**src/rtl/atpg_pkg.sv**
```systemverilog
// Shared constants and types for the ATPG dictionary-coded stream path.
// Holds the pattern/code widths, the escape code and the packer state enum.
package atpg_pkg;

  localparam int unsigned PAT_W     = 9;
  localparam int unsigned CODE_W    = 4;
  localparam int unsigned RAW_SYM_W = CODE_W + PAT_W;
  localparam int unsigned SYM_LEN_W = 4;

  localparam logic [CODE_W-1:0] ESC_CODE = 4'hF;

  typedef enum logic {
    RUN   = 1'b0,
    FLUSH = 1'b1
  } pack_state_e;

endpackage

```
**src/rtl/packer_symbol_fmt.sv**
```systemverilog
// Symbol formatter: turns a dictionary code (plus raw pattern on a miss)
// into a left-aligned variable-length symbol.
// Ports:
//   in_code    dictionary code, ESC_CODE means miss
//   in_pattern raw ATPG pattern, only used on a miss
//   sym_bits   symbol, left-aligned; unused low bits are zero
//   sym_len    number of valid bits in sym_bits (4 or 13)
module packer_symbol_fmt
  import atpg_pkg::*;
(
  input  logic [CODE_W-1:0]    in_code,
  input  logic [PAT_W-1:0]     in_pattern,
  output logic [RAW_SYM_W-1:0] sym_bits,
  output logic [SYM_LEN_W-1:0] sym_len
);

  // Hit: code only. Miss: escape followed by the raw pattern.
  always_comb begin
    sym_bits = {in_code, {PAT_W{1'b0}}};
    sym_len  = SYM_LEN_W'(CODE_W);
    if (in_code == ESC_CODE) begin
      sym_bits = {ESC_CODE, in_pattern};
      sym_len  = SYM_LEN_W'(RAW_SYM_W);
    end
  end

endmodule

```
**src/rtl/atpg_stream_packer.sv**
```systemverilog
// Packs hit codes and escaped raw patterns MSB-first into OUT_W-bit words
// on a valid/ready stream for the tester-side decompressor.
// Optional feature: define PACKER_STATS_EN to add saturating hit/miss
// counters (hit_count, miss_count).
// Ports:
//   clk, rst_n            clock, async active-low reset
//   in_valid/in_ready     symbol input handshake
//   in_pattern, in_code   raw pattern and dictionary code (ESC_CODE = miss)
//   flush_req             one-cycle request to drain and pad the accumulator
//   flush_done            one-cycle pulse when a flush completes
//   out_valid/out_ready   word output handshake
//   out_data              packed word, first stream bit at MSB
//   out_last              final word of a flush
//   hit_count/miss_count  accepted hits/misses (PACKER_STATS_EN only)
module atpg_stream_packer
  import atpg_pkg::*;
#(
  parameter int unsigned OUT_W = 8,
  parameter int unsigned CNT_W = 16
) (
  input  logic              clk,
  input  logic              rst_n,
  input  logic              in_valid,
  output logic              in_ready,
  input  logic [PAT_W-1:0]  in_pattern,
  input  logic [CODE_W-1:0] in_code,
  input  logic              flush_req,
  output logic              flush_done,
  output logic              out_valid,
  input  logic              out_ready,
  output logic [OUT_W-1:0]  out_data,
  output logic              out_last
`ifdef PACKER_STATS_EN
  ,
  output logic [CNT_W-1:0]  hit_count,
  output logic [CNT_W-1:0]  miss_count
`endif
);

  localparam int unsigned ACC_W  = OUT_W + RAW_SYM_W;
  localparam int unsigned FILL_W = $clog2(ACC_W + 1);
  localparam logic [FILL_W-1:0] OUT_W_F = FILL_W'(OUT_W);

  if (OUT_W < 4 || OUT_W > 32 || CNT_W < 1) begin : g_bad_param
    $error("atpg_stream_packer: OUT_W must be 4..32 and CNT_W >= 1");
  end

  pack_state_e          state_q, state_d;
  logic [ACC_W-1:0]     acc_q, acc_d;
  logic [FILL_W-1:0]    fill_q, fill_d;
  logic                 in_ready_q, in_ready_d;
  logic                 out_valid_q, out_valid_d;
  logic                 out_last_q, out_last_d;
  logic                 flush_done_q, flush_done_d;

  logic [RAW_SYM_W-1:0] sym_bits;
  logic [SYM_LEN_W-1:0] sym_len;
  logic                 push, pop;
  logic [FILL_W-1:0]    pop_amt;
  logic [ACC_W-1:0]     acc_shift;
  logic [FILL_W-1:0]    fill_shift;

  packer_symbol_fmt u_fmt (
    .in_code    (in_code),
    .in_pattern (in_pattern),
    .sym_bits   (sym_bits),
    .sym_len    (sym_len)
  );

  assign push = in_valid && in_ready_q;
  assign pop  = out_valid_q && out_ready;

  // Pop first, then append the new symbol right after the surviving bits.
  // in_ready guarantees fill_shift <= OUT_W on a push, so the symbol fits.
  always_comb begin
    pop_amt    = (fill_q < OUT_W_F) ? fill_q : OUT_W_F;
    acc_shift  = acc_q;
    fill_shift = fill_q;
    if (pop) begin
      acc_shift  = acc_q << OUT_W;
      fill_shift = fill_q - pop_amt;
    end
    acc_d  = acc_shift;
    fill_d = fill_shift;
    if (push) begin
      acc_d  = acc_shift | ({sym_bits, {OUT_W{1'b0}}} >> fill_shift);
      fill_d = fill_shift + FILL_W'(sym_len);
    end
  end

  // Next-state and next-output logic; outputs are registered from the
  // next-cycle view so they are pure flop outputs.
  always_comb begin
    state_d      = state_q;
    flush_done_d = 1'b0;
    case (state_q)
      RUN: begin
        if (flush_req) state_d = FLUSH;
      end
      FLUSH: begin
        if (fill_q == '0) begin
          state_d      = RUN;
          flush_done_d = 1'b1;
        end
      end
      default: state_d = RUN;
    endcase
    in_ready_d  = (state_d == RUN) && (fill_d <= OUT_W_F);
    out_valid_d = (fill_d >= OUT_W_F) || ((state_d == FLUSH) && (fill_d != '0));
    out_last_d  = (state_d == FLUSH) && (fill_d != '0) && (fill_d <= OUT_W_F);
  end

  always_ff @(posedge clk or negedge rst_n) begin
    if (!rst_n) begin
      state_q      <= RUN;
      acc_q        <= '0;
      fill_q       <= '0;
      in_ready_q   <= 1'b1;
      out_valid_q  <= 1'b0;
      out_last_q   <= 1'b0;
      flush_done_q <= 1'b0;
    end else begin
      state_q      <= state_d;
      acc_q        <= acc_d;
      fill_q       <= fill_d;
      in_ready_q   <= in_ready_d;
      out_valid_q  <= out_valid_d;
      out_last_q   <= out_last_d;
      flush_done_q <= flush_done_d;
    end
  end

  assign in_ready   = in_ready_q;
  assign out_valid  = out_valid_q;
  assign out_last   = out_last_q;
  assign flush_done = flush_done_q;
  // Bits past fill are always zero, so the top slice is already padded.
  assign out_data   = acc_q[ACC_W-1 -: OUT_W];

`ifdef PACKER_STATS_EN
  logic [CNT_W-1:0] hit_cnt_q, miss_cnt_q;

  // Saturating counters; only reset clears them.
  always_ff @(posedge clk or negedge rst_n) begin
    if (!rst_n) begin
      hit_cnt_q  <= '0;
      miss_cnt_q <= '0;
    end else if (push) begin
      if (in_code == ESC_CODE) begin
        if (miss_cnt_q != '1) miss_cnt_q <= miss_cnt_q + CNT_W'(1);
      end else begin
        if (hit_cnt_q != '1) hit_cnt_q <= hit_cnt_q + CNT_W'(1);
      end
    end
  end

  assign hit_count  = hit_cnt_q;
  assign miss_count = miss_cnt_q;
`endif

endmodule

```
**config.mk**
```make
export PLATFORM = sky130hd
export DESIGN_NAME = atpg_stream_packer
export DESIGN_NICKNAME = d
export VERILOG_FILES = /design/src/rtl/atpg_pkg.sv /design/src/rtl/packer_symbol_fmt.sv /design/src/rtl/atpg_stream_packer.sv
export SDC_FILE = /design/constraint.sdc
export NUM_CORES = 1
export LEC_CHECK = 0
export BUFFER_PORTS_ARGS = -buffer_cell sky130_fd_sc_hd__clkbuf_2
export CAP_MARGIN = 20
export CORE_UTILIZATION = 45
export DETAILED_ROUTE_END_ITERATION = 7
export GPL_ROUTABILITY_DRIVEN = 0
export SLEW_MARGIN = 5
export SYNTH_ARGS = -nofsm -noshare
export SYNTH_HDL_FRONTEND = slang
export SYNTH_SLANG_ARGS = --single-unit
```
**constraint.sdc**
```tcl
create_clock -name clk -period 4.2 [get_ports clk]
set_clock_uncertainty 0.2 [all_clocks]
set_input_delay 0.84 -clock clk [delete_from_list [all_inputs] [get_ports clk]]
set_output_delay 0.84 -clock clk [all_outputs]
set_load 0.02 [all_outputs]
```
### Word-level counts from Yosys, hierarchy flattened

Cells that the tools add are included.

* register bits: 31
* output and inout port bits: 12

* $lt $le $gt $ge: 3
* add/subtract/negate cells: 2
* equality and inequality tests: 1
* reductions and logical operators: 8
* multiplexer cells: 12
* shift-type cells: 1
* bitwise gates (word level): 3

Operator list (count)
* $mux W21: 2
* $or A21 B21 Y21: 1
* $shr A21 B5 Y21: 1
* $mux W5: 3
* $mux W13: 1
* $add A5 B4 Y5: 1
* $ge A5 B4 Y1 const B: 1
* $le A5 B4 Y1 const B: 1
* $logic_and A1 B1 Y1: 5
* $logic_not A5 Y1: 1
* $lt A5 B4 Y1 const B: 1
* $reduce_bool A5 Y1: 1
* $sub A5 B5 Y5: 1
* $eq A4 B4 Y1 const B: 1
* $mux W1: 4
* $mux W4: 1
* $not A1 Y1: 2
* $pmux W1 S2: 1
* $logic_or A1 B1 Y1: 1

### Logic depth before layout (Yosys ltp)

Gate-level depths: netlist (run 1).

* depth in word-level cells: 9
* mapped depth: 13
* mapped depth without buffers: 12

### Cells and area by module

Synthesis (run 1) repeated with hierarchy kept, for this count alone.

* cell total of the unflattened synthesis: 307
* area, all modules: 2562.5 µm²

Modules (own cells, without submodules)
* atpg_stream_packer: sequential area each 777.0 µm², cells each 287, times used 1, area each 2427.3 µm²
* packer_symbol_fmt: sequential area each 0.0 µm², cells each 20, times used 1, area each 135.1 µm²

### Least setup slack after synthesis (run 1)

No wires, ideal clock.

* path type: input-to-reg
* start: in out_ready
* end: reg out_valid_q, in the netlist out_valid
* arrival time: 2912 ps
* stages on the path: 12
* data required time: 3876 ps
* setup slack: 964 ps
* library setup time: 124 ps
* buffers on the path: 2
* cell sequence: buf_2 -> nand2_1 -> o21ai_1 -> inv_1 -> clkbuf_1 -> ha_1 -> ha_1 -> nor2_1 -> xnor2_1 -> nor3b_2 -> inv_1 -> a211o_1

* word-level cells in the longest chain between the ends: 7

RTL lines
* start: declaration: RTL line atpg_stream_packer.sv:30 `input logic out_ready,`
* $logic_and A1 B1 Y1 *: RTL line atpg_stream_packer.sv:71 `assign pop = out_valid_q && out_ready;`
* $mux W5 *: RTL line atpg_stream_packer.sv:79 `if (pop) begin`
* $add A5 B4 Y5: RTL line atpg_stream_packer.sv:87 `fill_d = fill_shift + FILL_W'(sym_len);`
* $mux W5 *: RTL line atpg_stream_packer.sv:85 `if (push) begin`
* parallel branches: the longest is 2 deep, another holds $ge A5 B4 Y1
* $logic_or A1 B1 Y1 *: RTL line atpg_stream_packer.sv:109 `out_valid_d = (fill_d >= OUT_W_F) || ((state_d == FLUSH) && (fill_d != '0));`
* via out_valid_d: RTL line atpg_stream_packer.sv:52 `logic out_valid_q, out_valid_d;`
* end signal: assignment: RTL line atpg_stream_packer.sv:127 `out_valid_q <= out_valid_d;`
* end: declaration: RTL line atpg_stream_packer.sv:52

Mark *: on every way through the listed nets, which the timed path passes.

### Worst setup path after layout (run 1)

* start: reg fill_q[3]
* end: reg out_valid_q, in the netlist out_valid

* word-level cells in the longest chain between the ends: 9

RTL lines
* start: declaration: RTL line atpg_stream_packer.sv:50 `logic [FILL_W-1:0] fill_q, fill_d;`
* start signal: assignment: RTL line atpg_stream_packer.sv:125 `fill_q <= fill_d;`
* parallel branches: the longest is 8 deep, another holds $lt A5 B4 Y1
* $logic_or A1 B1 Y1 *: RTL line atpg_stream_packer.sv:109
* via out_valid_d: RTL line atpg_stream_packer.sv:52

Marked as above.

==> results of run 1 <==
-- layer usage --
metal / up-vias / GRT usage (%) / part of all wire [%]
met2: 89 / 35.3 / 44
met5: - / 0 / 0
met4: 0 / 7.20 / 1.3
met3: 10 / 4.28 / 6.3
li1: 1096 / - / -
met1: 1108 / 37.3 / 49
-- cell type report --
class | instances | share of cell area [%]
inverters | 9 | 1.28
flip-flops and latches | 31 | 29.4
multi-input cells | 223 | 54.8
clock inverters | 1 | 0.284
repair buffers | 35 | 7.21
well taps | 70 | 3.32
clock buffers | 7 | 3.65
-- cell usage after synthesis (3+ instances only) --
library cell  count
dfrtp_1          30
nand2_1          30
nor2_1           30
mux2i_1          15
clkbuf_1         13
o21ai_0          13
a21oi_1          12
o22ai_1          11
buf_4             9
nand3_1           9
nor3_1            9
inv_1             8
buf_2             7
o221ai_1          6
a22oi_1           5
and2_1            5
ha_1              5
nor2b_1           5
a211o_1           4
a21boi_1          3
a21o_1            3
a221o_1           3
a31oi_1           3
and3_1            3
-- metrics by stage --
step	instance area, um^2	hold WS (ns)	instances	total power [mW]
floorplan	2410	0.235	293	1.26
global placement	2530	0.275	368	1.45
detailed placement	2530	0.278	368	1.46
CTS	2640	0.295	376	1.73
global route	2640	0.318	376	1.87
finish	2640	0.296	376	1.74
-- power breakdown --
group	internal (mW)	switching [mW]	leakage [nW]	total (mW)
registers	0.391	0.0835	0.397	0.474
logic	0.358	0.638	0.770	0.996
clock network	0.149	0.119	0.0505	0.268
-- flip-flops by register name, indices dropped and copies added, names as in the netlist --
register / flops
fill_q: 5
out_valid: 1
in_ready: 1
state_q: 1
acc_q: 21
out_last: 1
flush_done: 1
-- worst paths after layout --
check	end	start
max	out_valid	fill_q[3]
min	acc_q[7]	acc_q[7]
max reg2reg	out_valid	fill_q[3]
min reg2reg	acc_q[7]	acc_q[7]
max in group asynchronous	acc_q[6]	rst_n
min in group asynchronous	fill_q[4]	rst_n
-- cell families after synthesis --
group                      synth area share (%)
buffers and inverters                      7.83
adders and majority gates                  2.59
xor gates and xnor gates                   1.09
and+or+nand+nor                            21.2
AOI/OAI and AO/OA                          28.1
DFF                                        32.2
other                                     0.311
muxes                                      6.69
-- cell usage in the layout (no fill, tap or decap), drive strengths merged, types with 6 or more instances in the layout --
cell and count:
nor3 10, o221ai 6, o22ai 11, nand2 30, clkbuf 36, nor2 31
a21oi 12, mux2i 15, dfrtp 30, o21ai 16, buf 6, inv 9
nand3 9
-- worst reg2reg max path, delay by kind of cell (launching register included) --
family	cells	cell delay, ns
and+or+nand+nor	6	1.53
xor gates and xnor gates	1	0.14
AOI/OAI and AO/OA	1	0.29
DFF	1	0.50
adders and majority gates	2	0.49
buffers and inverters	2	0.26
==> results.cfg, run 1 <==
[status]
status = complete, no violations

[route]
wl_per_cell_um = 17.3
drt-initial-drc-count = 172
vias = 2303
avgViaCountPerCell = 6.13
ant_nets = 0
firstDrtPassIters = 5
finalWirelength_mm = 6.51
drc = 0

[setup_path]
r2r_cells = 12
cp_max_fo = 15
reg2reg_slack_ns = 0.67
crit_buf_inv = 2
critPathRequiredTime_ns = 4.18
cp-start-kind = flip-flop
path_depth = 12
critical-path-top-delay-family = simple AND/OR/NAND/NOR gates
cp-end-kind = flip-flop
arrival_ns = 3.51
critPathKind = reg2reg
path_cells = or2_0, nand2_1, ha_1, and3_1, nor2_4, inv_2, ha_1, nor2_1, xnor2_1, nor3b_2, inv_1, a211o_1
crit_path_max_incr_delay_ns = 0.50
crit_path_frequent_cell = ha_1
worst_path_max_delay_cell = dfrtp_1

[power]
vdd_drop_max_mv = 0.352
leakagePower_nw = 1.22
p_per_area_nw_per_um2 = 659

[synth]
syn_nets = 316
syn_area_um2 = 2410
synthArstFlopShare_pct = 100
netlist_instances = 293
synth_area_leaders = dfrtp_1 (31%), mux2i_1 (6.2%), nand2_1 (4.7%)
synthDistinctLibCells = 62
ys_ff_latch = 31
synth_warnings = 0
synth_top_cell_by_area = dfrtp_1
netlist.area_leader.share_pct = 31.1
synth_edf_count = 0
ys_seq_area_share_pct = 32.2
synth_ff_type = dfrtp_1
synth.avg_cell_area_um2 = 8.23

[cts]
hold_buffers = 0
clk_latency_ns = 0.29
ctsHtreeMaxLevel = 2
path_clk_slew_ns = 0.07
clk_root_buffer_cell = clkbuf_8
post_cts_buffers = 0
cts_tree = yes
clock-sinks = 31
cts_resized = 0
cts.path.max_buffers = 2
cts_made_buffers = 5

[die]
die_height_um = 75.2
start_util_pct = 46.9
core_area_um2 = 5140
ioPinCount = 30
dieArea_um2 = 5660
rows = 26
die_w_um = 75.2

[sta]
layout_setup_ws_ns = 0.669
finalHoldViolations = 0
fin_setup_tns_ns = 0
fmax_ghz = 0.283
finalCritPeriodShare_pct = 84.1
slew_headroom_pct = 46.9
tightest_slew_ns = 0.796
final_max_slew_viol_count = 0
finalSetupViolCount = 0
rsz0062_at_grt = no
period_minus_slack_ns = 3.53

[job]
drv_cap = 0

[placed_design]
dp_hpwl_mm = 4.69
port_buffers = 29
place_ws_ns = 0.705

[finish]
antenna_cells = 0
regArea_um2 = 777
final.fill_count = 527
post-route-util_pct = 51.3
fin_nets = 328
synthToLayoutAreaGrowth_pct = 9.39
drive_above_1_share_pct = 17.3
multi_input_area_um2 = 1450

[grt]
grt_max_degree = 32
grt.total_usage_pct = 24.5
grt_pass1_wl_mm = 10.3
grt_remaining_overflow = 0
antenna_found_initial = 0
grt_pass1_vias = 2002

[hold_path]
hold_class = reg2reg
hold_path_depth = 2
No activity file was read; power rests on OpenSTA's default activity.
==> run 2: changes to the inputs <==
--- a/config.mk
+++ b/config.mk
@@ -5,6 +5,7 @@
 export SDC_FILE = /design/constraint.sdc
 export NUM_CORES = 1
 export LEC_CHECK = 0
+export ABC_AREA = 1
 export BUFFER_PORTS_ARGS = -buffer_cell sky130_fd_sc_hd__clkbuf_2
 export CAP_MARGIN = 20
 export CORE_UTILIZATION = 45
==> constraint.sdc (replaced) <==
create_clock -name clk -period 3.25 [get_ports clk]
set_clock_uncertainty 0.2 [all_clocks]
set_input_delay 0.65 -clock clk [delete_from_list [all_inputs] [get_ports clk]]
set_output_delay 0.65 -clock clk [all_outputs]
set_load 0.02 [all_outputs]
==> results.cfg, run 2 <==
[cts]
post_cts_buffers = 0
cts_resized = 0
cts_made_buffers = 5
cts_tree = yes
cts.path.max_buffers = 2
clock-sinks = 31
clk_latency_ns = 0.28
ctsHtreeMaxLevel = 2
clk_root_buffer_cell = clkbuf_8
path_clk_slew_ns = 0.06
hold_buffers = 0

[grt]
grt_pass1_vias = 2094
grt_max_degree = 32
grt_remaining_overflow = 0
grt_pass1_wl_mm = 9.92
grt.total_usage_pct = 23.5
antenna_found_initial = 0

[sta]
finalHoldViolations = 0
holdWs_ns = 0.242
final_max_slew_viol_count = 0
finalSetupViolCount = 0
rsz0062_at_grt = no
slew_headroom_pct = 47.0
fmax_ghz = 0.389
period_minus_slack_ns = 2.57
fin_setup_tns_ns = 0
finalCritPeriodShare_pct = 79.1
tightest_slew_ns = 0.795

[synth]
synth_edf_count = 0
ys_ff_latch = 31
synthArstFlopShare_pct = 100
synth.avg_cell_area_um2 = 6.72
synth_area_leaders = dfrtp_1 (31%), nand2_1 (20%), nand3_1 (10%)
synthTopCellsByCount = nand2_1 (125), nand3_1 (50), dfrtp_1 (30)
synth_top_cell_by_area = dfrtp_1
netlist_instances = 355
synth_warnings = 0
syn_area_um2 = 2390
ys_seq_area_share_pct = 32.5
netlist.area_leader.share_pct = 31.4
syn_nets = 378
synthDistinctLibCells = 32
synth_ff_type = dfrtp_1
yosysMostFrequentCell = nand2_1

[finish]
largest_reg_flops = 21
final_cell_mix = nand2_1 (125), nand3_1 (50), dfrtp_1 (30)
post-route-util_pct = 50.5
drive_above_1_share_pct = 16.8
largestRegisters = acc_q x21, fill_q x5
fin_nets = 397
synthToLayoutAreaGrowth_pct = 7.97
top_register = acc_q
stdcell_area_um2 = 2580
antenna_cells = 0
mostFrequentLayoutCell = nand2_1

[die]
die_w_um = 74.8
dieArea_um2 = 5600
die_height_um = 74.8
rows = 26
core_area_um2 = 5110
ioPinCount = 30
start_util_pct = 46.7

[job]
drv_cap = 0

[route]
drt-initial-drc-count = 142
avgViaCountPerCell = 5.15
vias = 2293
drc = 0
firstDrtPassIters = 4
finalWirelength_mm = 5.72
wl_per_cell_um = 12.9
ant_nets = 0

[hold_path]
hold_class = in2async

[placed_design]
placed_cell_area_um2 = 2500
port_buffers = 29
dp_hpwl_mm = 4.42

[setup_path]
worst_path_max_delay_cell = ha_1
r2r_cells = 12
crit_buf_inv = 4
cp-end-kind = flip-flop
path_depth = 13
critPathRequiredTime_ns = 3.20
arrival_ns = 2.52
crit_path_frequent_cell = nand3_1
crit_path_max_incr_delay_ns = 0.35
critPathKind = in2reg
path_cells = clkbuf_2, nand2_4, buf_4, nor2_2, a21oi_2, inv_2, ha_1, inv_1, nand3_1, nand3_1, nand2_1, nor2_1, o21ai_1
critical-path-top-delay-family = buffers and inverters
cp_max_fo = 26
cp-start-kind = input port

[power]
leakagePower_nw = 1.38
p_per_area_nw_per_um2 = 870
power_mw = 2.24
vdd_drop_max_mv = 0.393

[status]
status = complete, no violations
[run 2: area by class of cell]
| cell class | instances | area (um^2) |
|---|---|---|
| Sequential cell | 31 | 777 |
| Inverter | 35 | 135 |
| Timing Repair Buffer | 31 | 160 |
| Clock inverter | 1 | 5.00 |
| Multi-Input combinational cell | 270 | 1340 |
| Fill cell | 571 | 2530 |
| Tap cell | 70 | 87.6 |
| Clock buffer | 7 | 76.3 |
[run 2: cell families after synthesis]
logic type      count (synthesis)  share of synthesized area, %
fa+ha+maj                       5                          2.62
buf+inv                        54                          11.5
other cells                     2                         0.315
flops                          31                          32.5
simple gates                  225                          42.6
compound gates                 38                          10.4
[run 2: report_power, final]
group	switching, mW	total, mW	internal (mW)	leakage [nW]
combinational	0.930	1.33	0.399	0.934
sequential	0.0884	0.624	0.535	0.407
clock	0.142	0.292	0.150	0.0422
total	1.16	2.24	1.08	1.38
[run 2: through the flow]
stage	std cells	setup slack [ns]
after floorplan	355	0.943
after global placement	437	0.436
after detailed placement	437	0.418
after CTS	445	0.699
after global routing	445	0.549
final	445	0.681
[run 2: final timing paths]
| path | start | endpoint | slack (ns) |
|---|---|---|---|
| worst max-delay path | out_ready | out_valid | 0.68 |
| worst min-delay path | rst_n | out_valid | 0.24 |
| worst max register to register | out_valid | out_valid | 0.72 |
| worst min register to register | acc_q[5] | acc_q[5] | 0.28 |
| max in group asynchronous | rst_n | acc_q[5] | 2.10 |
| min in group clk | acc_q[5] | acc_q[5] | 0.28 |
[run 2: layer usage]
metal  routed length (um)  global-route usage [%]
met3                  253                    5.62
met1                 3000                    33.9
met2                 2360                    34.4
met5                    0                       0
met4                   99                    7.76
